==> config.mk <==
export PLATFORM = sky130hd
export DESIGN_NAME = clr_req_qualifier
export DESIGN_NICKNAME = d
export VERILOG_FILES = /design/src/rtl/clr_req_qualifier.sv
export SDC_FILE = /design/constraint.sdc
export NUM_CORES = 1
export LEC_CHECK = 0
export BUFFER_PORTS_ARGS = -buffer_cell sky130_fd_sc_hd__clkbuf_2
export CAP_MARGIN = 25
export CORE_MARGIN = 3
export CORE_UTILIZATION = 52
export DETAILED_ROUTE_END_ITERATION = 8
export GPL_ROUTABILITY_DRIVEN = 0
export PLACE_DENSITY_LB_ADDON = 0.2
export SETUP_SLACK_MARGIN = 0.02
export SLEW_MARGIN = 25
export SYNTH_ARGS = -nofsm -noshare
export SYNTH_HDL_FRONTEND = slang
export SYNTH_SLANG_ARGS = --single-unit
==> constraint.sdc <==
create_clock -name clk -period 1.8 [get_ports clk]
set_input_delay 0.09 -clock clk [delete_from_list [all_inputs] [get_ports clk]]
set_output_delay 0.09 -clock clk [all_outputs]
set_load 0.05 [all_outputs]
==> src/rtl/clr_req_qualifier.sv <==
// Clear-request qualifier: synchronises raw_in, debounces press and release,
// issues one pulse per qualified press, then enforces a post-release holdoff.
module clr_req_qualifier #(
  parameter int DEB_CYCLES     = 4,
  parameter int HOLDOFF_CYCLES = 8,
  parameter int CNT_W          = 4
) (
  input  logic             clk,
  input  logic             rst,
  input  logic             raw_in,
  input  logic             en,
  output logic             pulse_out,
  output logic             level,
  output logic             busy,
  output logic [CNT_W-1:0] evt_cnt
);

  localparam int DW = $clog2(DEB_CYCLES + 1);
  localparam int HW = $clog2(HOLDOFF_CYCLES + 1);

  localparam logic [DW-1:0] DEB_LAST  = DW'(DEB_CYCLES - 1);
  localparam logic [HW-1:0] HOLD_LAST = HW'(HOLDOFF_CYCLES - 1);

  typedef enum logic [1:0] {IDLE, CONFIRM, ACTIVE, HOLDOFF} state_t;

  state_t          state;
  logic [1:0]      sync;
  logic            s;
  logic [DW-1:0]   press_cnt;
  logic [DW-1:0]   rel_cnt;
  logic [HW-1:0]   hold_cnt;

  always_ff @(posedge clk) begin
    if (rst) sync <= 2'b00;
    else     sync <= {sync[0], raw_in};
  end

  assign s = sync[1];

  // level/busy are written alongside every state change so they always
  // reflect the state register without a decode stage.
  always_ff @(posedge clk) begin
    if (rst) begin
      state     <= IDLE;
      press_cnt <= '0;
      rel_cnt   <= '0;
      hold_cnt  <= '0;
      pulse_out <= 1'b0;
      level     <= 1'b0;
      busy      <= 1'b0;
      evt_cnt   <= '0;
    end else begin
      pulse_out <= 1'b0;
      if (!en) begin
        state     <= IDLE;
        press_cnt <= '0;
        rel_cnt   <= '0;
        hold_cnt  <= '0;
        level     <= 1'b0;
        busy      <= 1'b0;
      end else begin
        case (state)
          IDLE: begin
            if (s) begin
              state     <= CONFIRM;
              press_cnt <= DW'(1);
              busy      <= 1'b1;
            end
          end
          CONFIRM: begin
            if (!s) begin
              state     <= IDLE;
              press_cnt <= '0;
              busy      <= 1'b0;
            end else if (press_cnt == DEB_LAST) begin
              state     <= ACTIVE;
              press_cnt <= '0;
              rel_cnt   <= '0;
              pulse_out <= 1'b1;
              level     <= 1'b1;
              evt_cnt   <= evt_cnt + CNT_W'(1);
            end else begin
              press_cnt <= press_cnt + DW'(1);
            end
          end
          ACTIVE: begin
            if (s) begin
              rel_cnt <= '0;
            end else if (rel_cnt == DEB_LAST) begin
              state    <= HOLDOFF;
              rel_cnt  <= '0;
              hold_cnt <= '0;
              level    <= 1'b0;
            end else begin
              rel_cnt <= rel_cnt + DW'(1);
            end
          end
          HOLDOFF: begin
            if (hold_cnt == HOLD_LAST) begin
              state    <= IDLE;
              hold_cnt <= '0;
              busy     <= 1'b0;
            end else begin
              hold_cnt <= hold_cnt + HW'(1);
            end
          end
          default: begin
            state <= IDLE;
            level <= 1'b0;
            busy  <= 1'b0;
          end
        endcase
      end
    end
  end

endmodule

* Word-level counts from Yosys, hierarchy flattened *
Index checks and enable logic that the tools add are counted.

word-level totals
  logic and storage cells = 74
  register bits = 21
  output and inout port bits = 7

operators by class
  add/sub/neg operators = 4
  mux-type cells = 30
  reductions and logical operators = 14
  bitwise logic cells = 3
  equal/unequal tests = 14

operator list
  cell                                            count
  2-to-1 mux 3 bit                                7
  != test 2 bit (second input constant)           7
  2-to-1 mux 2 bit                                6
  2-to-1 mux 4 bit                                3
  case mux 3 bit (2 select lines)                 2
  AND reduction 5 bit                             2
  adder 4 x 1 -> 4 bit (second input constant)    2
  2-to-1 mux 1 bit                                8
  case mux 2 bit (4 select lines)                 1
  case mux 4 bit (2 select lines)                 1
  AND reduction 4 bit                             2
  adder 3 x 1 -> 3 bit (second input constant)    2
  == test 3 x 2 -> 1 bit (second input constant)  2
  AND reduction 3 bit                             2
  nonzero test 2 bit                              3
  == test 2 bit (second input constant)           2
  == test 4 x 3 -> 1 bit (second input constant)  1
  OR reduction 4 bit                              1
  != test 3 bit (second input constant)           1
  NOT 1 bit                                       3
  case mux 1 bit (3 select lines)                 1
  nonzero test 3 bit                              1
  == test 2 x 1 -> 1 bit (second input constant)  1
  zero test 2 bit                                 1
  3 further kinds                                 3

* Longest topological paths before layout *
Gate-level depths: netlist (run 1).

  depth after elaboration = 4
  gate-level depth with buffers = 5
  gate-level depth less buffers = 4

* Least setup slack after synthesis (run 1) *
No wires, ideal clock.

  path kind = reg-to-reg
  start point = register evt_cnt[0]
  end point = register evt_cnt[2]
  arrival = 1.568 ns
  path buffers = 0
  clock period less this slack = 1.638 ns
  setup slack = 0.162 ns
  cell stages (with the launch flop) = 5
  cell sequence = dfxtp_1 -> ha_1 -> clkinv_1 -> or4_1 -> a21oi_1

on the way
  cells in the longest elaborated chain, start to end = 1

RTL lines
  what                    RTL line  source
  start, declared         15        output logic [CNT_W-1:0] evt_cnt
  start signal, assigned  81        evt_cnt <= evt_cnt + CNT_W'(1);
  adder 4 x 1 -> 4 bit    81

No other way between the ends.
A chain may end at the register's enable or synchronous reset.

* Worst setup path after layout (run 1) *
  start point = register press_cnt[0]
  end point = register evt_cnt[0]

on the way
  cells in the longest elaborated chain, start to end = 2

RTL lines
  what                                  RTL line  source
  start, declared                       29        logic [DW-1:0] press_cnt;
  start signal, assigned                83        press_cnt <= press_cnt + DW'(1);
  == test 3 x 2 -> 1 bit                75        end else if (press_cnt == DEB_LAST) begin
  AND reduction 4 bit (no source line)  n/a

No other way between the ends.

==> results of run 1 <==
-- layout make-up --
| cell class | count | area [sq um] | share of cell area (%) |
|---|---|---|---|
| Inverter | 3 | 11.26 | 1.026 |
| Multi-Input combinational cell | 81 | 535.5 | 48.80 |
| Timing Repair Buffer | 13 | 72.57 | 6.613 |
| Clock buffer | 4 | 26.28 | 2.395 |
| Tap cell | 25 | 31.28 | 2.851 |
| Sequential cell | 21 | 420.4 | 38.31 |
-- report_power, final --
part	switching (mW)	internal [mW]
logic	0.0206	0.00989
registers	0.00472	0.468
clock network	0.145	0.0867
total	0.170	0.565
-- registers in the layout, summed over array words and instances, names as in the netlist, named ones only --
signal / flops
level: 1
sync: 2
press_cnt: 3
state: 1
pulse_out: 1
busy: 1
hold_cnt: 4
rel_cnt: 3
evt_cnt: 4
-- cells by family after synthesis --
kind of cell,count (synthesis),share of synthesized area [%]
and+or+nand+nor,44,27.45
muxes,1,0.9938
DFF,21,41.74
AOI/OAI and AO/OA,32,19.75
adders and majority gates,4,4.969
buffers and inverters,10,5.093
-- stage by stage --
step | instance area, sq um | utilization [%]
after global routing | 1097 | 61.54
after global placement | 1064 | 59.65
after CTS | 1090 | 61.12
after detailed placement | 1064 | 59.65
final | 1097 | 61.54
after floorplan | 1007 | -
-- synthesized netlist by cell type (2+ instances only) --
library cell	instances	area [sq um]
nand3b_1	2	15.01
dfxtp_1	21	420.4
nor3b_1	2	15.01
nand2b_1	6	37.54
a211oi_1	2	15.01
nand4_1	4	25.02
nor2b_1	6	37.54
nand2_1	6	22.52
a31oi_1	2	12.51
clkbuf_1	3	11.26
a21oi_1	12	60.06
o211ai_1	4	30.03
nor2_1	4	15.01
nand3_1	3	15.01
or4_1	3	22.52
ha_1	4	50.05
buf_2	2	10.01
o21ai_1	6	30.03
o31ai_1	3	22.52
inv_1	2	7.510
-- what timing repair did --
action | in CTS | in global routing
setup buffers | 0 | 1
setup endpoints to repair | 0 | 1
resized for setup | 0 | 0
-- worst reg2reg max path, cell delays in order (launching register included) --
cell      delay, ps
dfxtp_1         400
ha_1            230
nand3b_1        180
buf_4           200
or3_1           330
a21oi_1         140
-- layer usage --
| metal | up-vias | track usage [%] |
|---|---|---|
| met5 | - | 0 |
| met4 | 0 | 9.677 |
| met3 | 5 | 2.719 |
| met2 | 14 | 31.09 |
| met1 | 403 | 22.45 |
| li1 | 432 | - |
-- worst paths after layout --
kind                                                 from                 endpoint  slack (ps)  cells after the start
worst max-delay path            press_cnt[0]$_SDFFE_PP0P_  evt_cnt[0]$_SDFFE_PP0P_         250                      5
worst min-delay path                               raw_in       sync[0]$_SDFF_PP0_          10                      2
worst max register to register  press_cnt[0]$_SDFFE_PP0P_  evt_cnt[0]$_SDFFE_PP0P_         250                      5
worst min register to register         sync[0]$_SDFF_PP0_       sync[1]$_SDFF_PP0_         460                      1
==> results.json, run 1 <==
{
  "layout_min_cycle_time_ps": 1548,
  "fin_ws_ps": 252.3,
  "max-cap-violations": 0,
  "firstDrtPassIters": 4,
  "synth-edff-count": 0,
  "instances_no_fill": 147,
  "finalSetupViolations": 0,
  "wirelength_um": 1998,
  "wl_per_cell_um": 13.59,
  "max_stage_delay_ps": 400,
  "grt_max_degree": 15,
  "wl_met1_um": 949,
  "slew_viol_final": 0,
  "p_per_area_nw_per_um2": 669.7,
  "fmax_ghz": 0.6461,
  "ir_worst_vdd_mv": 0.4637,
  "antenna_found_initial": 0,
  "port_buffers": 10,
  "vias": 854,
  "vias_per_cell": 5.810,
  "hold-worst-slack_ps": 11.81,
  "core_sq_um": 1783,
  "crit_family": "simple AND/OR/NAND/NOR gates",
  "worstSetupPathType": "reg -> reg",
  "syn-instance-count": 112,
  "ant_nets": 0,
  "routed.top_layer": "met4",
  "period_share_pct": 85.98,
  "drive_above_1_share_pct": 13.93,
  "cts_hold_buffers": 0,
  "cts_tree": "built",
  "hpwl_um": 1458,
  "die_h_um": 50.01,
  "final_common_cell": "dfxtp_1",
  "cts_buffers": 3,
  "clk_latency_ps": 310,
  "cp-start-kind": "flip-flop",
  "async_flop_share_pct": 0,
  "final_cell_mix": "dfxtp_1 (21), a21oi_1 (12), clkbuf_2 (10)",
  "syn-mean-instance-area_sq_um": 8.993,
  "htreeDepth": 1,
  "ys.flop_type": "dfxtp_1",
  "dp.cells": 142,
  "die_area_sq_um": 2501,
  "p_leak_nw": 0.4109,
  "clockBufferDepth": 2,
  "syn_area_sq_um": 1007,
  "die_width_um": 50.01,
  "relSlewSlack_pct": 60.84,
  "path_cells": "ha_1, nand3b_1, buf_4, or3_1, a21oi_1",
  "drc": 0,
  "start_util_pct": 56.49,
  "outcome": "finished clean",
  "syn_to_final_growth_pct": 8.944,
  "synth_seq_area_share_pct": 41.74,
  "skew_ps": 1.137,
  "tns_ps": 0,
  "grt.total_usage_pct": 18.50,
  "arrival_ps": 1800,
  "fillerInstances": 165,
  "min_path_type": "in -> reg",
  "grt_pass1_vias": 808,
  "fp-row-count": 15,
  "cts.sinks": 21,
  "cp_slowest_cell": "dfxtp_1",
  "rsz0062_at_grt": "no",
  "syn_nets": 120,
  "cts_root_buf": "clkbuf_4",
  "ioPinCount": 11,
  "wl_met2_um": 963,
  "wl_met3_um": 40,
  "critical_path_buf_inv_count": 1,
  "yosys_warnings": 0,
  "cp_max_fo": 6,
  "clk_pin_slew_worst_paths_ps": 110,
  "end_kind": "flip-flop",
  "p_total_mw": 0.7348,
  "ys_ff_latch": 21,
  "cp.required_ps": 2050,
  "drt_iter0_drc": 21,
  "hold_violations": 0,
  "diodes": 0,
  "grt_pass1_wl_um": 3546,
  "ys_types": 35,
  "worst_pin_slew_ps": 586.2,
  "fin_nets": 131,
  "grt-ovfl-total": 0,
  "dp_slack_ps": 197.2
}
No activity file was read; power rests on OpenSTA's default activity.
==> run 2, diff against run 1 <==
- CORE_UTILIZATION: 52 -> 45
- CTS_BUF_LIST: not set -> sky130_fd_sc_hd__clkbuf_4 sky130_fd_sc_hd__clkbuf_8
==> run 2 against run 1 <==
Against the previous run:
- sequential power is essentially flat
- core utilization shrank 7.0 points
- worst hold slack gained 58 ps
- clock skew is essentially flat
- setup slack gained 27 ps
- cell area grew 1.5%
- global-route usage shrank 1.9 points
- power grew 1.3%
- critical path depth shrank 1
- maximum frequency grew 1.8%
- first-iteration DRC count shrank 33%
- flip-flop and latch count is the same
- largest cell class unchanged
- largest power group unchanged
- highest routed layer unchanged
==> results.json, run 2 (synthesis gave the netlist of run 1 again) <==
{
  "outcome": "finished clean",
  "cts.sinks": 21,
  "hold-worst-slack_ps": 70.14,
  "cp.required_ps": 2040,
  "end_kind": "flip-flop",
  "max_stage_delay_ps": 540,
  "clk_latency_ps": 300,
  "vias": 862,
  "biggestRegsByFlops": "evt_cnt (4), hold_cnt (4)",
  "wirelength_um": 2005,
  "die_area_sq_um": 2842,
  "drt_iter0_drc": 14,
  "max-cap-violations": 0,
  "hold_end": "evt_cnt[0]$_SDFFE_PP0P_",
  "clockBufferDepth": 2,
  "grt.total_usage_pct": 16.61,
  "drive_above_1_share_pct": 14.63,
  "layout_min_cycle_time_ps": 1521,
  "ir_worst_vdd_mv": 0.3661,
  "final_cell_mix": "dfxtp_1 (21), a21oi_1 (12), clkbuf_2 (10)",
  "regToRegSetupSlack_ps": 280,
  "cts_tree": "built",
  "p_leak_nw": 0.4198,
  "min_from": "rst",
  "p_per_area_nw_per_um2": 668.6,
  "cts_buffers": 3,
  "die_width_um": 53.31,
  "fp-row-count": 16,
  "slew_viol_final": 0,
  "grt_pass1_wl_um": 3429,
  "cts_resized": 0,
  "vias_per_cell": 5.747,
  "cp_max_fo": 6,
  "cp_slowest_cell": "or4_1",
  "worst_pin_slew_ps": 610.7,
  "die_h_um": 53.31,
  "core_sq_um": 2042,
  "port_buffers": 10,
  "min_path_type": "in -> reg",
  "grt_pass1_vias": 789,
  "diodes": 0,
  "relSlewSlack_pct": 59.20,
  "r2r-start": "press_cnt[0]$_SDFFE_PP0P_",
  "antenna_found_initial": 0,
  "whs_path_depth": 2,
  "cp-start-kind": "flip-flop",
  "syn_to_final_growth_pct": 10.56,
  "crit_start": "press_cnt[0]$_SDFFE_PP0P_",
  "rsz0062_at_grt": "no",
  "arrival_ps": 1760,
  "grt_max_degree": 12,
  "firstDrtPassIters": 4,
  "hold_violations": 0,
  "fin_nets": 132,
  "period_share_pct": 84.50,
  "hpwl_um": 1519,
  "worstSetupPathType": "reg -> reg",
  "tns_ps": 0,
  "fillerInstances": 212,
  "skew_ps": 0.6685,
  "grt-ovfl-total": 0,
  "finalSetupViolations": 0,
  "fmax_ghz": 0.6575,
  "final_common_cell": "dfxtp_1",
  "ant_nets": 0,
  "clk_pin_slew_worst_paths_ps": 110,
  "ioPinCount": 11,
  "start_util_pct": 49.33,
  "reg2reg_to": "evt_cnt[3]$_SDFFE_PP0P_",
  "cts_root_buf": "clkbuf_4",
  "drc": 0,
  "wl_per_cell_um": 13.37,
  "rr_worst_depth": 4,
  "path_cells": "ha_1, nand3b_1, or4_1, a21oi_1",
  "htreeDepth": 1
}
==> run 2: area by class of cell <==
type / instances / area, sq um / area share [%]
Clock buffer: 4 / 30.03 / 2.697
Inverter: 3 / 11.26 / 1.011
Multi-Input combinational cell: 81 / 535.5 / 48.09
Sequential cell: 21 / 420.4 / 37.75
Tap cell: 27 / 33.78 / 3.034
Timing Repair Buffer: 14 / 82.58 / 7.416
==> run 2: per-layer routing <==
| metal | GRT usage (%) | routed length (um) | vias to the layer above | part of all wire [%] |
|---|---|---|---|---|
| met3 | 3.380 | 78 | 4 | 3.9 |
| met1 | 20.41 | 971 | 401 | 48 |
| met4 | 7.660 | 27 | 0 | 1.3 |
| met5 | 0 | 0 | - | 0 |
| li1 | - | - | 440 | - |
| met2 | 27.35 | 928 | 17 | 46 |
==> run 2: what timing repair did <==
action                                 4_1_cts  5_1_grt
setup endpoints to repair                    0        0
endpoints found under the hold margin        1        0
hold buffers                                 1        0
setup buffers                                0        0
==> run 2: how the worst max path moves through the flow <==
| stage | end | slack (ps) | depth (start not counted) |
|---|---|---|---|
| 2_1_floorplan | evt_cnt[2]$_SDFFE_PP0P_ | 160 | 4 |
| 3_3_place_gp | evt_cnt[0]$_SDFFE_PP0P_ | 340 | 5 |
| 3_5_place_dp | evt_cnt[0]$_SDFFE_PP0P_ | 290 | 5 |
| 4_1_cts | evt_cnt[0]$_SDFFE_PP0P_ | 260 | 5 |
| 5_1_grt | evt_cnt[0]$_SDFFE_PP0P_ | 130 | 5 |
| 6_report | evt_cnt[3]$_SDFFE_PP0P_ | 280 | 4 |
==> run 2: report_power, final <==
group | switching, mW | total [mW] | leakage, nW | internal (mW)
clock | 0.139 | 0.240 | 0.0184 | 0.102
sequential | 0.00432 | 0.472 | 0.170 | 0.468
combinational | 0.0209 | 0.0322 | 0.232 | 0.0113
==> run 2: critical path: cells and delay by family (launching register included) <==
| family | cells | cell delay, ps |
|---|---|---|
| adder cells (fa/ha/maj) | 1 | 210 |
| AO/OA/AOI/OAI | 1 | 150 |
| AND/OR/NAND/NOR | 2 | 730 |
| flip-flops | 1 | 380 |
==> run 2: per-stage QoR <==
stage	total power, mW	utilization [%]	std cells	setup slack, ps	cell area, sq um
floorplan	0.5045	-	112	162.1	1007
global placement	0.5124	52.57	145	338.8	1074
detailed placement	0.5132	52.57	145	287.0	1074
CTS	0.7591	54.53	150	260.0	1114
global route	0.7835	54.53	150	127.7	1114
finish	0.7445	54.53	150	279.0	1114
